===== src/rtl/uart_pkg.sv =====
// Shared UART definitions: parity modes, receiver state encoding and baud divider helper.
package uart_pkg;

    localparam int unsigned PAR_NONE = 0;
    localparam int unsigned PAR_ODD  = 1;
    localparam int unsigned PAR_EVEN = 2;

    typedef enum logic [2:0] {
        ST_IDLE      = 3'd0,
        ST_START     = 3'd1,
        ST_DATA      = 3'd2,
        ST_PARITY    = 3'd3,
        ST_STOP      = 3'd4,
        ST_WAIT_HIGH = 3'd5
    } rx_state_e;

    // Clocks per oversample tick; never below 1 so the counter stays legal.
    function automatic int unsigned calc_div(input int unsigned clk_freq,
                                             input int unsigned baud,
                                             input int unsigned os);
        int unsigned d;
        d = clk_freq / (baud * os);
        return (d == 0) ? 1 : d;
    endfunction

endpackage


===== src/rtl/uart_baud_gen.sv =====
// Free-running oversample tick generator; tick is high while the divider sits at DIV-1.
module uart_baud_gen
    import uart_pkg::*;
#(
    parameter int unsigned CLK_FREQ   = 50000000,
    parameter int unsigned BAUDRATE   = 115200,
    parameter int unsigned OVERSAMPLE = 16
) (
    input  logic clk,
    input  logic reset,
    output logic tick
);

    localparam int unsigned DIV   = calc_div(CLK_FREQ, BAUDRATE, OVERSAMPLE);
    localparam int unsigned CNT_W = (DIV > 1) ? $clog2(DIV) : 1;
    localparam logic [CNT_W-1:0] CNT_MAX = CNT_W'(DIV - 1);

    logic [CNT_W-1:0] cnt_q;
    logic [CNT_W-1:0] cnt_d;
    logic             tick_q;

    assign cnt_d = (cnt_q == CNT_MAX) ? '0 : cnt_q + CNT_W'(1);

    // tick_q is registered from cnt_d so it is high exactly when cnt_q == DIV-1
    always_ff @(posedge clk) begin
        if (!reset) begin
            cnt_q  <= '0;
            tick_q <= (CNT_MAX == '0);
        end else begin
            cnt_q  <= cnt_d;
            tick_q <= (cnt_d == CNT_MAX);
        end
    end

    assign tick = tick_q;

endmodule


===== src/rtl/uart_rx_cfg.sv =====
// Configurable UART receiver: 2-flop synchroniser, 3-sample majority voting,
// parity/framing/break/overrun status and a valid/ready holding register.
module uart_rx_cfg
    import uart_pkg::*;
#(
    parameter int unsigned CLK_FREQ   = 50000000,
    parameter int unsigned BAUDRATE   = 115200,
    parameter int unsigned OVERSAMPLE = 16,
    parameter int unsigned DATA_BITS  = 8,
    parameter int unsigned PARITY     = 0,
    parameter int unsigned STOP_BITS  = 1
) (
    input  logic                 clk,
    input  logic                 reset,
    input  logic                 rx,
    output logic [DATA_BITS-1:0] rx_data,
    output logic                 rx_valid,
    input  logic                 rx_ready,
    output logic                 parity_err,
    output logic                 frame_err,
    output logic                 break_det,
    output logic                 overrun
);

    localparam int unsigned OS_W  = $clog2(OVERSAMPLE);
    localparam int unsigned IDX_W = $clog2(DATA_BITS + 1);
    localparam int unsigned MID   = OVERSAMPLE / 2;

    localparam logic [OS_W-1:0]  OS_SM1  = OS_W'(MID - 1);
    localparam logic [OS_W-1:0]  OS_SM   = OS_W'(MID);
    localparam logic [OS_W-1:0]  OS_SP1  = OS_W'(MID + 1);
    localparam logic [OS_W-1:0]  OS_LAST = OS_W'(OVERSAMPLE - 1);
    localparam logic [IDX_W-1:0] IDX_END = IDX_W'(DATA_BITS);
    localparam logic             STOP_LAST = 1'(STOP_BITS - 1);

    logic tick;

    logic sync1_q;
    logic rxs_q;

    rx_state_e state_q, state_d;

    logic [OS_W-1:0]      os_cnt_q, os_cnt_d;
    logic [IDX_W-1:0]     idx_q, idx_d;
    logic [DATA_BITS-1:0] shift_q, shift_d;
    logic                 samp_a_q, samp_a_d;
    logic                 samp_b_q, samp_b_d;
    logic                 par_bit_q, par_bit_d;
    logic                 stop_idx_q, stop_idx_d;
    logic                 stop_low_q, stop_low_d;
    logic                 first_stop_q, first_stop_d;

    logic [DATA_BITS-1:0] rx_data_q;
    logic                 rx_valid_q;
    logic                 parity_err_q;
    logic                 frame_err_q;
    logic                 break_det_q;
    logic                 overrun_q;

    logic at_mid_c;
    logic at_end_c;
    logic maj_c;
    logic commit_c;
    logic first_stop_c;
    logic par_xor_c;
    logic parity_err_c;
    logic frame_err_c;
    logic break_c;

    uart_baud_gen #(
        .CLK_FREQ   (CLK_FREQ),
        .BAUDRATE   (BAUDRATE),
        .OVERSAMPLE (OVERSAMPLE)
    ) u_baud (
        .clk   (clk),
        .reset (reset),
        .tick  (tick)
    );

    // rx is asynchronous; everything downstream uses rxs_q only
    always_ff @(posedge clk) begin
        if (!reset) begin
            sync1_q <= 1'b1;
            rxs_q   <= 1'b1;
        end else begin
            sync1_q <= rx;
            rxs_q   <= sync1_q;
        end
    end

    assign at_mid_c = tick && (os_cnt_q == OS_SP1);
    assign at_end_c = tick && (os_cnt_q == OS_LAST);
    assign maj_c    = (samp_a_q & samp_b_q) | (samp_a_q & rxs_q) | (samp_b_q & rxs_q);
    assign commit_c = (state_q == ST_STOP) && at_mid_c && (stop_idx_q == STOP_LAST);

    // Frame status as seen at the commit point (last stop bit's majority is live)
    assign first_stop_c = (stop_idx_q == 1'b0) ? maj_c : first_stop_q;
    assign par_xor_c    = (^shift_q) ^ par_bit_q;
    assign frame_err_c  = stop_low_q | ~maj_c;
    assign break_c      = (shift_q == '0) && ((PARITY == PAR_NONE) || !par_bit_q) && !first_stop_c;

    always_comb begin
        parity_err_c = 1'b0;
        if (PARITY == PAR_ODD) begin
            parity_err_c = ~par_xor_c;
        end else if (PARITY == PAR_EVEN) begin
            parity_err_c = par_xor_c;
        end
    end

    always_ff @(posedge clk) begin
        if (!reset) begin
            state_q <= ST_IDLE;
        end else begin
            state_q <= state_d;
        end
    end

    always_comb begin
        state_d = state_q;
        unique case (state_q)
            ST_IDLE: begin
                if (!rxs_q) state_d = ST_START;
            end
            ST_START: begin
                if (at_mid_c && maj_c) state_d = ST_IDLE;
                else if (at_end_c)     state_d = ST_DATA;
            end
            ST_DATA: begin
                if (at_end_c && (idx_q == IDX_END)) begin
                    state_d = (PARITY != PAR_NONE) ? ST_PARITY : ST_STOP;
                end
            end
            ST_PARITY: begin
                if (at_end_c) state_d = ST_STOP;
            end
            ST_STOP: begin
                if (commit_c) state_d = maj_c ? ST_IDLE : ST_WAIT_HIGH;
            end
            ST_WAIT_HIGH: begin
                if (rxs_q) state_d = ST_IDLE;
            end
            default: state_d = ST_IDLE;
        endcase
    end

    // Bit timing, sampling and frame datapath
    always_comb begin
        os_cnt_d     = os_cnt_q;
        idx_d        = idx_q;
        shift_d      = shift_q;
        samp_a_d     = samp_a_q;
        samp_b_d     = samp_b_q;
        par_bit_d    = par_bit_q;
        stop_idx_d   = stop_idx_q;
        stop_low_d   = stop_low_q;
        first_stop_d = first_stop_q;

        if (tick) begin
            if (os_cnt_q == OS_SM1) samp_a_d = rxs_q;
            if (os_cnt_q == OS_SM)  samp_b_d = rxs_q;
            os_cnt_d = (os_cnt_q == OS_LAST) ? '0 : os_cnt_q + OS_W'(1);
        end

        case (state_q)
            ST_IDLE: begin
                os_cnt_d   = '0;
                idx_d      = '0;
                stop_idx_d = 1'b0;
                stop_low_d = 1'b0;
            end
            ST_DATA: begin
                if (at_mid_c) begin
                    shift_d = {maj_c, shift_q[DATA_BITS-1:1]};
                    idx_d   = idx_q + IDX_W'(1);
                end
            end
            ST_PARITY: begin
                if (at_mid_c) par_bit_d = maj_c;
            end
            ST_STOP: begin
                if (at_mid_c) begin
                    if (!maj_c) stop_low_d = 1'b1;
                    if (stop_idx_q == 1'b0) first_stop_d = maj_c;
                end
                if (at_end_c) stop_idx_d = 1'b1;
            end
            default: ;
        endcase
    end

    always_ff @(posedge clk) begin
        if (!reset) begin
            os_cnt_q     <= '0;
            idx_q        <= '0;
            shift_q      <= '0;
            samp_a_q     <= 1'b1;
            samp_b_q     <= 1'b1;
            par_bit_q    <= 1'b0;
            stop_idx_q   <= 1'b0;
            stop_low_q   <= 1'b0;
            first_stop_q <= 1'b1;
        end else begin
            os_cnt_q     <= os_cnt_d;
            idx_q        <= idx_d;
            shift_q      <= shift_d;
            samp_a_q     <= samp_a_d;
            samp_b_q     <= samp_b_d;
            par_bit_q    <= par_bit_d;
            stop_idx_q   <= stop_idx_d;
            stop_low_q   <= stop_low_d;
            first_stop_q <= first_stop_d;
        end
    end

    // Holding register: a commit against an unconsumed word is dropped and flagged
    always_ff @(posedge clk) begin
        if (!reset) begin
            rx_data_q    <= '0;
            rx_valid_q   <= 1'b0;
            parity_err_q <= 1'b0;
            frame_err_q  <= 1'b0;
            break_det_q  <= 1'b0;
            overrun_q    <= 1'b0;
        end else begin
            overrun_q <= 1'b0;
            if (commit_c) begin
                if (rx_valid_q && !rx_ready) begin
                    overrun_q <= 1'b1;
                end else begin
                    rx_data_q    <= shift_q;
                    rx_valid_q   <= 1'b1;
                    parity_err_q <= parity_err_c;
                    frame_err_q  <= frame_err_c;
                    break_det_q  <= break_c;
                end
            end else if (rx_valid_q && rx_ready) begin
                rx_valid_q <= 1'b0;
            end
        end
    end

    assign rx_data    = rx_data_q;
    assign rx_valid   = rx_valid_q;
    assign parity_err = parity_err_q;
    assign frame_err  = frame_err_q;
    assign break_det  = break_det_q;
    assign overrun    = overrun_q;

endmodule

===== config.mk =====
export PLATFORM = sky130hd
export DESIGN_NAME = uart_rx_cfg
export DESIGN_NICKNAME = d
export VERILOG_FILES = /design/src/rtl/uart_pkg.sv /design/src/rtl/uart_baud_gen.sv /design/src/rtl/uart_rx_cfg.sv
export SDC_FILE = /design/constraint.sdc
export NUM_CORES = 1
export LEC_CHECK = 0
export ABC_CLOCK_PERIOD_IN_PS = 3100
export BUFFER_PORTS_ARGS = -buffer_cell sky130_fd_sc_hd__buf_2
export CORE_AREA = 3 3 62 64
export DETAILED_ROUTE_END_ITERATION = 7
export DIE_AREA = 0 0 65 67
export PLACE_DENSITY = 0.78
export SYNTH_ARGS = -nofsm -noshare
export SYNTH_HDL_FRONTEND = slang
export SYNTH_SLANG_ARGS = --single-unit
export TNS_END_PERCENT = 5

===== constraint.sdc =====
create_clock -name clk -period 3.1 [get_ports clk]
set_input_delay 0 -clock clk [delete_from_list [all_inputs] [get_ports clk]]
set_output_delay 0 -clock clk [all_outputs]
set_load 0.03 [all_outputs]

==> Word level (Yosys, flattened, before mapping) <==
Cells that the tools add are included.
{ "classes": {"add_sub_neg": 3, "eq_ne": 23, "mux": 23, "bitwise_logic": 10, "reduce_logical": 28} }
{ "ops": {"columns": ["cell", "count"], "rows": [
  ["$mux 3", 8],
  ["$ne 2x2->1 const B", 10],
  ["$pmux 3 s6", 1],
  ["$reduce_and 2->1", 9],
  ["$eq 4x4->1 const B", 4],
  ["$eq 5x5->1 const B", 2],
  ["$logic_and 1x1->1", 9],
  ["$add 4x1->4 const B", 2],
  ["$logic_not 8->1", 1],
  ["$mux 1", 8],
  ["$mux 4", 2],
  ["$pmux 4 s2", 1],
  ["$eq 3x2->1 const B", 2],
  ["$eq 3x3->1 const B", 2],
  ["$reduce_and 6->1", 1],
  ["$reduce_bool 2->1", 3],
  ["$add 5x1->5 const B", 1],
  ["$mux 5", 1],
  ["$eq 4x3->1 const B", 1],
  ["$not 1->1", 4],
  ["$pmux 1 s2", 2],
  ["$and 1x1->1", 3],
  ["$eq 3x1->1 const B", 1],
  ["$logic_not 3->1", 1],
  ["5 further kinds", 8]
]} }
{ "totals": {"regBits": 44, "input_bits": 4, "elab_cells": 105} }

==> Longest topological paths before layout <==
Gate-level depths: netlist of run 1.
{ "logic_depth": {"word_depth": 6, "depth_mapped": 8, "mapped_depth_nobuf": 6} }

==> Cells and area by module <==
A second synthesis of run 1 with hierarchy kept.
{ "unflattened": {"cells_unflattened": 207, "area_unflattened_um2": 1968.1} }
{ "modules_own_cells": {"columns": ["module", "instances", "cells_per_inst", "area_per_inst_um2", "seq_area_each_um2"], "rows": [
  ["uart_rx_cfg", 1, 182, 1709.1, 760.7],
  ["uart_baud_gen", 1, 25, 259.0, 120.1]
]} }

==> Worst setup path before layout of run 1 <==
OpenSTA, ideal clock, no wires.
{ "synth_path": {"path_kind": "flip-flop to flip-flop", "startpoint": "register state_q[0]", "endpoint": "register rx_data_q[1] (netlist: rx_data[1])", "setup_ns": 0.129, "t_arrival_ns": 1.493, "slack_ns": 1.478, "stages_incl_launch_ff": 7, "period_less_slack_ns": 1.622, "path_cell_list": "dfxtp_1 -> buf_2 -> or3b_4 -> nor4_4 -> buf_6 -> mux2i_1 -> nor2_1"} }
{ "synth_via": {"elab_chain_len": 4} }
{ "synth_rtl": {"columns": ["element", "line", "text"], "rows": [
  ["start, declared", "uart_rx_cfg.sv:41", "rx_state_e state_q, state_d;"],
  ["start signal, assigned", "uart_rx_cfg.sv:115", "state_q <= state_d;"],
  ["$eq 3x3->1", "uart_rx_cfg.sv:94", "assign commit_c = (state_q == ST_STOP) && at_mid_c && (stop_idx_q == STOP_LAST);"],
  ["$logic_and 1x1->1 (2 in series)", "uart_rx_cfg.sv:94", null],
  ["$reduce_and 2->1 (no line)", null, null],
  ["end signal, assigned", "uart_rx_cfg.sv:231", "rx_data_q <= shift_q;"],
  ["end, declared", "uart_rx_cfg.sv:53", "logic [DATA_BITS-1:0] rx_data_q;"]
]} }
Every way passes these cells.
A chain may end at the register's enable or synchronous reset.

==> Worst setup path in the final report of run 1 <==
{ "layout_path": {"startpoint": "register state_q[1]", "endpoint": "register rx_data_q[2] (netlist: rx_data[2])"} }
The elaborated chain is that of the path after synthesis.

==> results by group, run 1 <==
Die
  – Ports: 17
  – Starting Density: 59.3%
  – Row Count: 21
  – Full die area: ~4400 um2
  – Core Region: approximately 3300 um2
  – Die height: approximately 67 um
  – Die X: roughly 65 um

Drt
  – Vias: 1479
  – Post-detailed-route DRC marker count: 0
  – Initial DRC count: 76
  – Routed vias/inst: ~5.4
  – Antenna Nets Post-Route: 0
  – Post-DR wirelength/cell: ~12 um
  – 1st-pass router iterations: 4
  – Drt total wl: 3370 um

STA
  – RSZ-0062 raised after global routing: no
  – Setup ws final: about 1000 ps
  – Max-slew violation total from the final report: 0
  – Setup TNS: 0 ps
  – Fmax: 476 MHz
  – Fin crit share: approximately two thirds
  – Slew @ Worst Pin: approximately 860 ps
  – Clk_skew: about 7.6 ps
  – Minimum clock period: ~2100 ps
  – Final setup vio count: 0
  – Relative slew margins: between 40 and 50%
  – Hold Vio Cnt, Final: 0

Clocking
  – Root buf cell: clkbuf_4
  – CTS tree: done
  – # clock sinks: 44
  – Clk slew on worst S/H paths: approximately 120 ps
  – H-Tree Depth: 2
  – PostCTS Resize Cnt: 0
  – Max Buffers Root-to-Sink: 2
  – Worst-Skew Late Latency: around 350 ps
  – TritonCTS Buffers: 5

Global routing
  – Initial antenna violation count: 0
  – Number of global-route vias before repair: approximately 1300
  – GRT Total Usage: 17.6%
  – Largest net degree at the start of global routing: 24
  – Aggregate global routing overflow: 0
  – First-pass GRT wire length: roughly 5900 um

Synth
  – Synth async-reset ratio: 0%
  – Sequential area share after synthesis: between 40 and 50%
  – Post-synth net total: 223
  – Yosys top cell by area: dfxtp_1
  – Syn Inst Count: between 200 and 250
  – Leading post-synthesis cells by cell area: dfxtp_1 (45%), mux2i_1 (12%), nor2_1 (6.8%)
  – Number of synthesized register bits: 44
  – Yosys cell types: approximately 40
  – Post-Syn Area: 1980 um2
  – Yosys warnings: 0
  – Avg Cell Area, Syn: about 9.3 um2
  – Post-synth EDFFs: 0
  – Yosys top cell area share: approximately 45%
  – Most common cell in the netlist: dfxtp_1
  – Most frequent cells after synthesis: dfxtp_1 (44), nor2_1 (36), mux2i_1 (24)
  – Synth Flop Type: dfxtp_1

Final layout
  – Nets: 237
  – Flip-flop and latch area: 881 um2
  – Cell area after layout: ~2200 um2
  – Layout Area Growth over Synthesis: 9.61%
  – Diode count: 0
  – Area of the multi-input gates: 998 um2
  – Share of cells above drive strength 1: between 10% and 20%
  – Final Util: between 60% and 70%
  – Fill cell count: roughly 290

Power
  – Lkg Pwr: 0.000888 uW
  – Pwr dens: 484 nW/um2
  – Worst VDD drop: about 330 uV

Placed design
  – DP Worst Slack: between 1000 and 1500 ps
  – Routability cong.: between 0.8 and 0.9
  – Placed Area: just over 2000 um2
  – Post-DP HPWL: 2320 um
  – IO buf count: 15

Setup path
  – Crit path capture type: flip-flop
  – Critical path class: flip-flop to flip-flop
  – Worst-path maximum fanout: 12
  – CP Data Required Time: 3330 ps
  – Critical Path Start Type: flip-flop
  – CP arrival: between 2000 and 2500 ps

Flow run
  – Maxcap violations: 0

Min path
  – Hold WC Path Type: flip-flop to flip-flop

Run status
  – Status: finished clean
[sequential cells by signal (all words and copies together) (netlist names), 3 cells and up]
name,count
state_q,3
idx_q,4
rx_data,8
os_cnt_q,4
shift_q,8
u_baud.cnt_q,5
[stage by stage]
| step | power (uW) | hold slack, ps | std cells |
|---|---|---|---|
| global placement | 708 | 186 | 261 |
| global route | 1100 | 449 | 273 |
| finish | 1050 | 421 | 273 |
| detailed placement | 708 | 188 | 261 |
| CTS | 1060 | 426 | 273 |
| floorplan | 691 | 73.0 | 212 |
[critical path, stage by stage (launching register included)]
cell and delay, ps:
dfxtp_1 440, or3b_4 480, nor4_4 730, mux2i_1 270
nor2_1 50
[layer usage]
layer / track usage [%] / vias to the layer above / routed length, um
met4: 7.39 / 0 / 30
li1: - / 757 / -
met2: 28.0 / 24 / 1550
met1: 21.9 / 694 / 1680
met5: 0 / - / 0
met3: 5.56 / 4 / 106
[report_power, final]
group | internal (uW) | switching [uW]
Clock | 169 | 178
Combinational | 41.8 | 61.8
Sequential | 577 | 21.3
[cells in the final DEF, fill, tap and decap left out, types with 2 or more instances in the layout]
| cell | instances |
|---|---|
| dlygate4sd3_1 | 4 |
| o21ai_0 | 5 |
| clkbuf_4 | 5 |
| dfxtp_1 | 44 |
| inv_1 | 9 |
| buf_2 | 15 |
| nand4_1 | 5 |
| o311ai_0 | 2 |
| a21oi_1 | 4 |
| o21a_1 | 2 |
| nand2_1 | 13 |
| xor2_1 | 5 |
| nand2b_1 | 4 |
| mux2i_1 | 24 |
| nand4b_1 | 2 |
| nand3_1 | 7 |
| nor3_1 | 3 |
| and3_1 | 3 |
| ha_1 | 7 |
| nor4_1 | 3 |
| nor3b_1 | 2 |
| a311oi_1 | 2 |
| nor2_1 | 36 |
[kinds of logic (layout without fill, tap and decap cells)]
kind of cell / Yosys count / in the layout / share of synthesized area, %
AOI/OAI and AO/OA: 21 / 21 / 7.78
xor gates and xnor gates: 6 / 6 / 2.65
adders and majority gates: 8 / 8 / 4.93
buffers and inverters: 22 / 37 / 5.06
DFF: 44 / 44 / 44.5
muxes: 25 / 25 / 12.7
other: 1 / 1 / 0.189
and+or+nand+nor: 85 / 85 / 22.2
[what timing repair did]
item / in CTS / in global routing
endpoints found under the hold margin: 8 / 0
setup endpoints to repair: 0 / 0
hold buffers: 4 / 0
setup buffers: 0 / 0
[layout make-up]
class	instances	share of cell area (%)
Clock inverter	2	1.61
Tap cell	46	2.65
Clock buffer	6	1.90
Multi-Input combinational cell	146	46.0
Timing Repair Buffer	20	5.65
Sequential cell	44	40.6
Inverter	9	1.56
[path summary, 6_finish.rpt]
path,slack [ps],end,startpoint,cells after the start
worst max-delay path,1000,rx_data[2],state_q[1],4
worst max register to register,1000,rx_data[2],state_q[1],4
worst min-delay path,420,rxs_q,sync1_q,1
worst min register to register,420,rxs_q,sync1_q,1
Power figures use the tool's default switching activity.
==> run 2, diff against run 1 <==
--- a/config.mk
+++ b/config.mk
@@ -5,12 +5,12 @@
 export SDC_FILE = /design/constraint.sdc
 export NUM_CORES = 1
 export LEC_CHECK = 0
-export ABC_CLOCK_PERIOD_IN_PS = 3100
+export ABC_CLOCK_PERIOD_IN_PS = 2170
 export BUFFER_PORTS_ARGS = -buffer_cell sky130_fd_sc_hd__buf_2
-export CORE_AREA = 3 3 62 64
+export CORE_AREA = 3 3 63 65
 export DETAILED_ROUTE_END_ITERATION = 7
-export DIE_AREA = 0 0 65 67
-export PLACE_DENSITY = 0.78
+export DIE_AREA = 0 0 66 68
+export PLACE_DENSITY = 0.75
 export SYNTH_ARGS = -nofsm -noshare
 export SYNTH_HDL_FRONTEND = slang
 export SYNTH_SLANG_ARGS = --single-unit
==> constraint.sdc (replaced) <==
create_clock -name clk -period 2.17 [get_ports clk]
set_input_delay 0 -clock clk [delete_from_list [all_inputs] [get_ports clk]]
set_output_delay 0 -clock clk [all_outputs]
set_load 0.03 [all_outputs]
==> results by group, run 2 (synthesized netlist as in run 1, its figures left out) <==
Run status
  – Status: finished clean

STA
  – Fin crit share: around 83%
  – Minimum clock period: around 1800 ps
  – Hold slack: 420 ps
  – Clk_skew: around 6.7 ps
  – RSZ-0062 raised after global routing: no
  – Relative slew margins: 51.8%
  – Slew @ Worst Pin: 722 ps
  – Max-slew violation total from the final report: 0
  – Final setup vio count: 0
  – Setup TNS: 0 ps
  – Hold Vio Cnt, Final: 0
  – Fmax: 553 MHz

Flow run
  – Maxcap violations: 0

Drt
  – Drt total wl: ~3800 um
  – 1st-pass router iterations: 4
  – Post-DR wirelength/cell: 13.7 um
  – Routed vias/inst: about 5.5
  – Initial DRC count: 79
  – Antenna Nets Post-Route: 0
  – Post-detailed-route DRC marker count: 0
  – Vias: about 1500

Clocking
  – Root buf cell: clkbuf_4
  – TritonCTS Buffers: 5
  – CTS tree: done
  – H-Tree Depth: 2
  – # clock sinks: 44
  – Worst-Skew Late Latency: between 300 and 400 ps
  – Max Buffers Root-to-Sink: 2
  – PostCTS Resize Cnt: 0
  – Clk slew on worst S/H paths: 130 ps

Global routing
  – Number of global-route vias before repair: between 1000 and 1500
  – First-pass GRT wire length: ~6400 um
  – Initial antenna violation count: 0
  – Aggregate global routing overflow: 0
  – GRT Total Usage: between 10% and 20%
  – Largest net degree at the start of global routing: 24

Setup path
  – Critical Path Start Type: flip-flop
  – R2r endpoint: rx_data[7]
  – Worst R2R Setup Slack: between 300 and 400 ps
  – Crit path to: rx_data[7]
  – CP Data Required Time: 2400 ps
  – Critical path class: flip-flop to flip-flop
  – Crit Reg-Reg Startpoint: state_q[2]
  – CP arrival: slightly above 2000 ps
  – Worst-path maximum fanout: 12
  – Critical path startpoint: state_q[2]
  – Worst r2r path cells: 5
  – Crit path capture type: flip-flop

Die
  – Die height: between 60 and 70 um
  – Full die area: roughly 4500 um2
  – Row Count: 21
  – Ports: 17
  – Starting Density: slightly below 60%
  – Core Region: around 3400 um2
  – Die X: 66 um

Min path
  – Hold WC Path Type: flip-flop to flip-flop

Power
  – Lkg Pwr: 0.000893 uW
  – Worst VDD drop: ~430 uV
  – Pwr dens: around 700 nW/um2

Final layout
  – Commonest non-fill, non-tap cell in the layout: dfxtp_1
  – Commonest cells after routing, fill and taps aside: dfxtp_1 (44), nor2_1 (36), mux2i_1 (24), buf_2 (15), nand2_1 (13)
  – Layout Area Growth over Synthesis: 10.4%
  – Diode count: 0
  – Fill cell count: approximately 280
  – Share of cells above drive strength 1: a little over an eighth
  – Nets: 238

Placed design
  – Post-DP HPWL: between 2000 and 3000 um
  – IO buf count: 15
  – Routability cong.: roughly 0.8
## run 2: routing by layer
layer / GRT usage [%] / vias to the layer above / share of wire [%]
li1: - / 764 / -
met1: 23.3 / 699 / 44
met2: 31.9 / 46 / 49
met3: 3.94 / 5 / 5.7
met4: 7.87 / 0 / 0.98
met5: 0 / - / 0
## run 2: where the power goes
part           internal (uW)  switching, uW
Sequential               824           32.1
Clock                    246            268
Combinational           60.0           89.3
## run 2: area by class of cell
type / count / area [um2] / area share [%]
multi-input combinational: 146 / 998 / 45.7
timing repair buffer: 21 / 130 / 5.96
clock buffer: 5 / 37.5 / 1.72
inverter: 9 / 33.8 / 1.55
clock inverter: 3 / 46.3 / 2.12
tap: 46 / 57.6 / 2.63
sequential: 44 / 881 / 40.3
## run 2: through the flow
step           area (um2)  utilization, %  std cells  total power [uW]  worst slack (ps)
6_report             2180            64.5        274              1520               361
3_5_place_dp         2060            60.8        262              1020               374
4_1_cts              2180            64.5        274              1530               367
3_3_place_gp         2060            60.8        262              1010               429
2_1_floorplan        1980               -        212               988               548
5_1_grt              2180            64.5        274              1590               204
## run 2: worst min-delay path by stage
stage | start | cells after the start | to | slack, ps
2_1_floorplan | reset | 1 | rxs_q | 70
3_3_place_gp | rx | 2 | sync1_q | 180
3_5_place_dp | rx | 2 | sync1_q | 180
4_1_cts | sync1_q | 1 | rxs_q | 430
5_1_grt | sync1_q | 1 | rxs_q | 460
6_report | sync1_q | 1 | rxs_q | 420
## run 2: worst max-delay path, cell delays in order, from the launching register on
cell	delay [ps]
dfxtp_1	490
or3b_4	460
nor4_4	210
buf_4	260
mux2i_1	210
nor2_1	60
## run 2: timing repair
item	CTS	global route
hold buffers	4	0
buffers inserted	0	0
hold endpoints to repair	8	0
==> run 3, diff against run 2 <==
--- a/config.mk
+++ b/config.mk
@@ -5,12 +5,12 @@
 export SDC_FILE = /design/constraint.sdc
 export NUM_CORES = 1
 export LEC_CHECK = 0
-export ABC_CLOCK_PERIOD_IN_PS = 2170
+export ABC_CLOCK_PERIOD_IN_PS = 1500
 export BUFFER_PORTS_ARGS = -buffer_cell sky130_fd_sc_hd__buf_2
-export CORE_AREA = 3 3 63 65
+export CORE_AREA = 3 3 66 68
 export DETAILED_ROUTE_END_ITERATION = 7
-export DIE_AREA = 0 0 66 68
-export PLACE_DENSITY = 0.75
+export DIE_AREA = 0 0 69 71
+export PLACE_DENSITY = 0.72
 export SYNTH_ARGS = -nofsm -noshare
 export SYNTH_HDL_FRONTEND = slang
 export SYNTH_SLANG_ARGS = --single-unit
==> constraint.sdc (replaced) <==
create_clock -name clk -period 1.5 [get_ports clk]
set_input_delay 0 -clock clk [delete_from_list [all_inputs] [get_ports clk]]
set_output_delay 0 -clock clk [all_outputs]
set_load 0.03 [all_outputs]
==> results by group, run 3 (synthesized netlist as in run 1, its figures left out) <==
Setup path
  – CP Data Required Time: between 1500 and 2000 ps
  – Critical-path cell list: inv_1 -> ha_1 -> and4b_1 -> a311o_1 -> o2111ai_2 -> mux2i_1
  – Critical Path Start Type: flip-flop
  – Buffers & Inverters on Critical Path: 1
  – Critical path class: flip-flop to flip-flop
  – Largest delay contributor family on the critical path: compound AO/OA/AOI/OAI gates
  – CP arrival: 1810 ps
  – Worst-path maximum fanout: 4
  – Critical path's largest stage delay: around 360 ps
  – Slowest cell on crit path: dfxtp_2
  – Crit path capture type: flip-flop

STA
  – Clk_skew: about 6.3 ps
  – Max-slew violation total from the final report: 0
  – Fmax: around 630 MHz
  – Slew @ Worst Pin: between 400 and 500 ps
  – Fin crit share: 106%
  – Final setup vio count: 13
  – Minimum clock period: between 1500 and 2000 ps
  – Setup TNS: -803 ps
  – RSZ-0062 raised after global routing: yes
  – Hold Vio Cnt, Final: 0
  – Relative slew margins: 67.2%
  – Setup ws final: -93.6 ps
  – Hold slack: slightly below 20 ps

Power
  – Clk pwr share: roughly a third
  – Cell Int Power: about 1600 uW
  – Seq pwr share: between 50% and 60%
  – Pwr dens: about 950 nW/um2
  – Gate power share: 12.4%
  – Total chip power: roughly 2200 uW
  – Switching Fraction: between 20% and 30%
  – Lkg Pwr: just under 0.001 uW
  – Psw: about 600 uW
  – Worst VDD drop: between 900 and 1000 uV

Clocking
  – Root buf cell: clkbuf_8
  – CTS tree: done
  – Post-CTS setup buffer count: 0
  – H-Tree Depth: 2
  – # clock sinks: 44
  – Worst-Skew Late Latency: around 300 ps
  – TritonCTS Buffers: 5
  – Max Buffers Root-to-Sink: 2
  – Clk slew on worst S/H paths: 80 ps

Placed design
  – DP Worst Slack: -227 ps
  – Post-DP HPWL: about 2600 um
  – Routability cong.: about 0.81
  – IO buf count: 15
  – Placed Area: between 2000 and 2500 um2

Min path
  – Hold WC Path Type: primary input to flip-flop

Die
  – Ports: 17
  – Row Count: 23
  – Full die area: between 4000 and 5000 um2
  – Die height: around 71 um
  – Core Region: 3910 um2
  – Starting Density: 50.6%
  – Die X: 69 um

Drt
  – Routed vias/inst: 5.28
  – Initial DRC count: 85
  – Post-detailed-route DRC marker count: 0
  – Drt total wl: ~3600 um
  – 1st-pass router iterations: 4
  – Vias: ~1500
  – Post-DR wirelength/cell: between 10 and 15 um
  – Antenna Nets Post-Route: 0

Flow run
  – Maxcap violations: 0

Global routing
  – First-pass GRT wire length: roughly 6300 um
  – Aggregate global routing overflow: 0
  – Number of global-route vias before repair: approximately 1400
  – GRT Total Usage: between 10% and 20%
  – Initial antenna violation count: 0
  – Largest net degree at the start of global routing: 21

Final layout
  – Area of the multi-input gates: a little over 1000 um2
  – Commonest cells after routing, fill and taps aside: dfxtp_1 (41), nor2_1 (36), mux2i_1 (24), buf_4 (18), buf_2 (15)
  – Cell area after layout: around 2400 um2
  – Flip-flop and latch area: ~880 um2
  – Share of cells above drive strength 1: 23.0%
  – Layout Area Growth over Synthesis: 19.4%
  – Commonest non-fill, non-tap cell in the layout: dfxtp_1
  – Nets: 253
  – Diode count: 0
  – Fill cell count: approximately 360

Run status
  – Failing checks: negative setup slack
  – Status: complete, but fails checks
[run 3: cell types whose count changed in the layout (fill, tap and decap cells not counted), moves of 3 or more]
| cell | previous run | this run |
|---|---|---|
| clkbuf_4 | 5 | 0 |
| dlygate4sd3_1 | 4 | 1 |
| buf_4 | 2 | 18 |
| clkbuf_8 | 0 | 5 |
| dfxtp_2 | 0 | 3 |
| dfxtp_1 | 44 | 41 |
[run 3: timing repair]
item / 4_1_cts / 5_1_grt
resized for setup: 5 / 3
endpoints found under the hold margin: 1 / 0
pin swaps: 3 / 0
hold buffers: 1 / 0
endpoints found under the setup margin: 18 / 30
[run 3: power groups by stage]
stage,sequential (uW),clock (uW),combinational [uW]
after floorplan,1230,0,200
after global placement,1230,0,264
after detailed placement,1230,0,264
after CTS,1210,791,275
after global routing,1210,831,314
final,1210,762,279
[run 3: area by class of cell]
cell class	instances	area share, %
Clock inverter	3	1.11
Timing Repair Buffer	36	11.0
Multi-Input combinational cell	146	43.5
Clock buffer	5	2.91
Tap cell	50	2.65
Sequential cell	44	37.4
Inverter	9	1.43
[run 3: through the flow]
step	util, %	std cells
after floorplan	-	212
after global placement	56.9	284
after detailed placement	56.9	284
after CTS	60.1	293
after global routing	60.4	293
final	60.4	293
[run 3: path summary, 6_finish.rpt]
check | from | to | slack (ps) | depth (start not counted)
worst max-delay path | os_cnt_q[1] | state_q[2] | -90 | 6
worst min-delay path | reset | first_stop_q | 20 | 2
worst max register to register | os_cnt_q[1] | state_q[2] | -90 | 6
worst min register to register | sync1_q | rxs_q | 410 | 1
[run 3: routing by layer]
layer  wire [um]  GRT usage (%)  up-vias
li1            -              -      794
met1        1680           19.9      729
met2        1810           25.7       22
met3         117           2.98        2
met4          17           4.56        0
met5           0              0        -
[run 3: worst reg2reg max path, cell delays in order (launching register included)]
cell       delay [ps]
dfxtp_2           360
inv_1              60
ha_1              200
and4b_1           250
a311o_1           300
o2111ai_2         140
mux2i_1           220
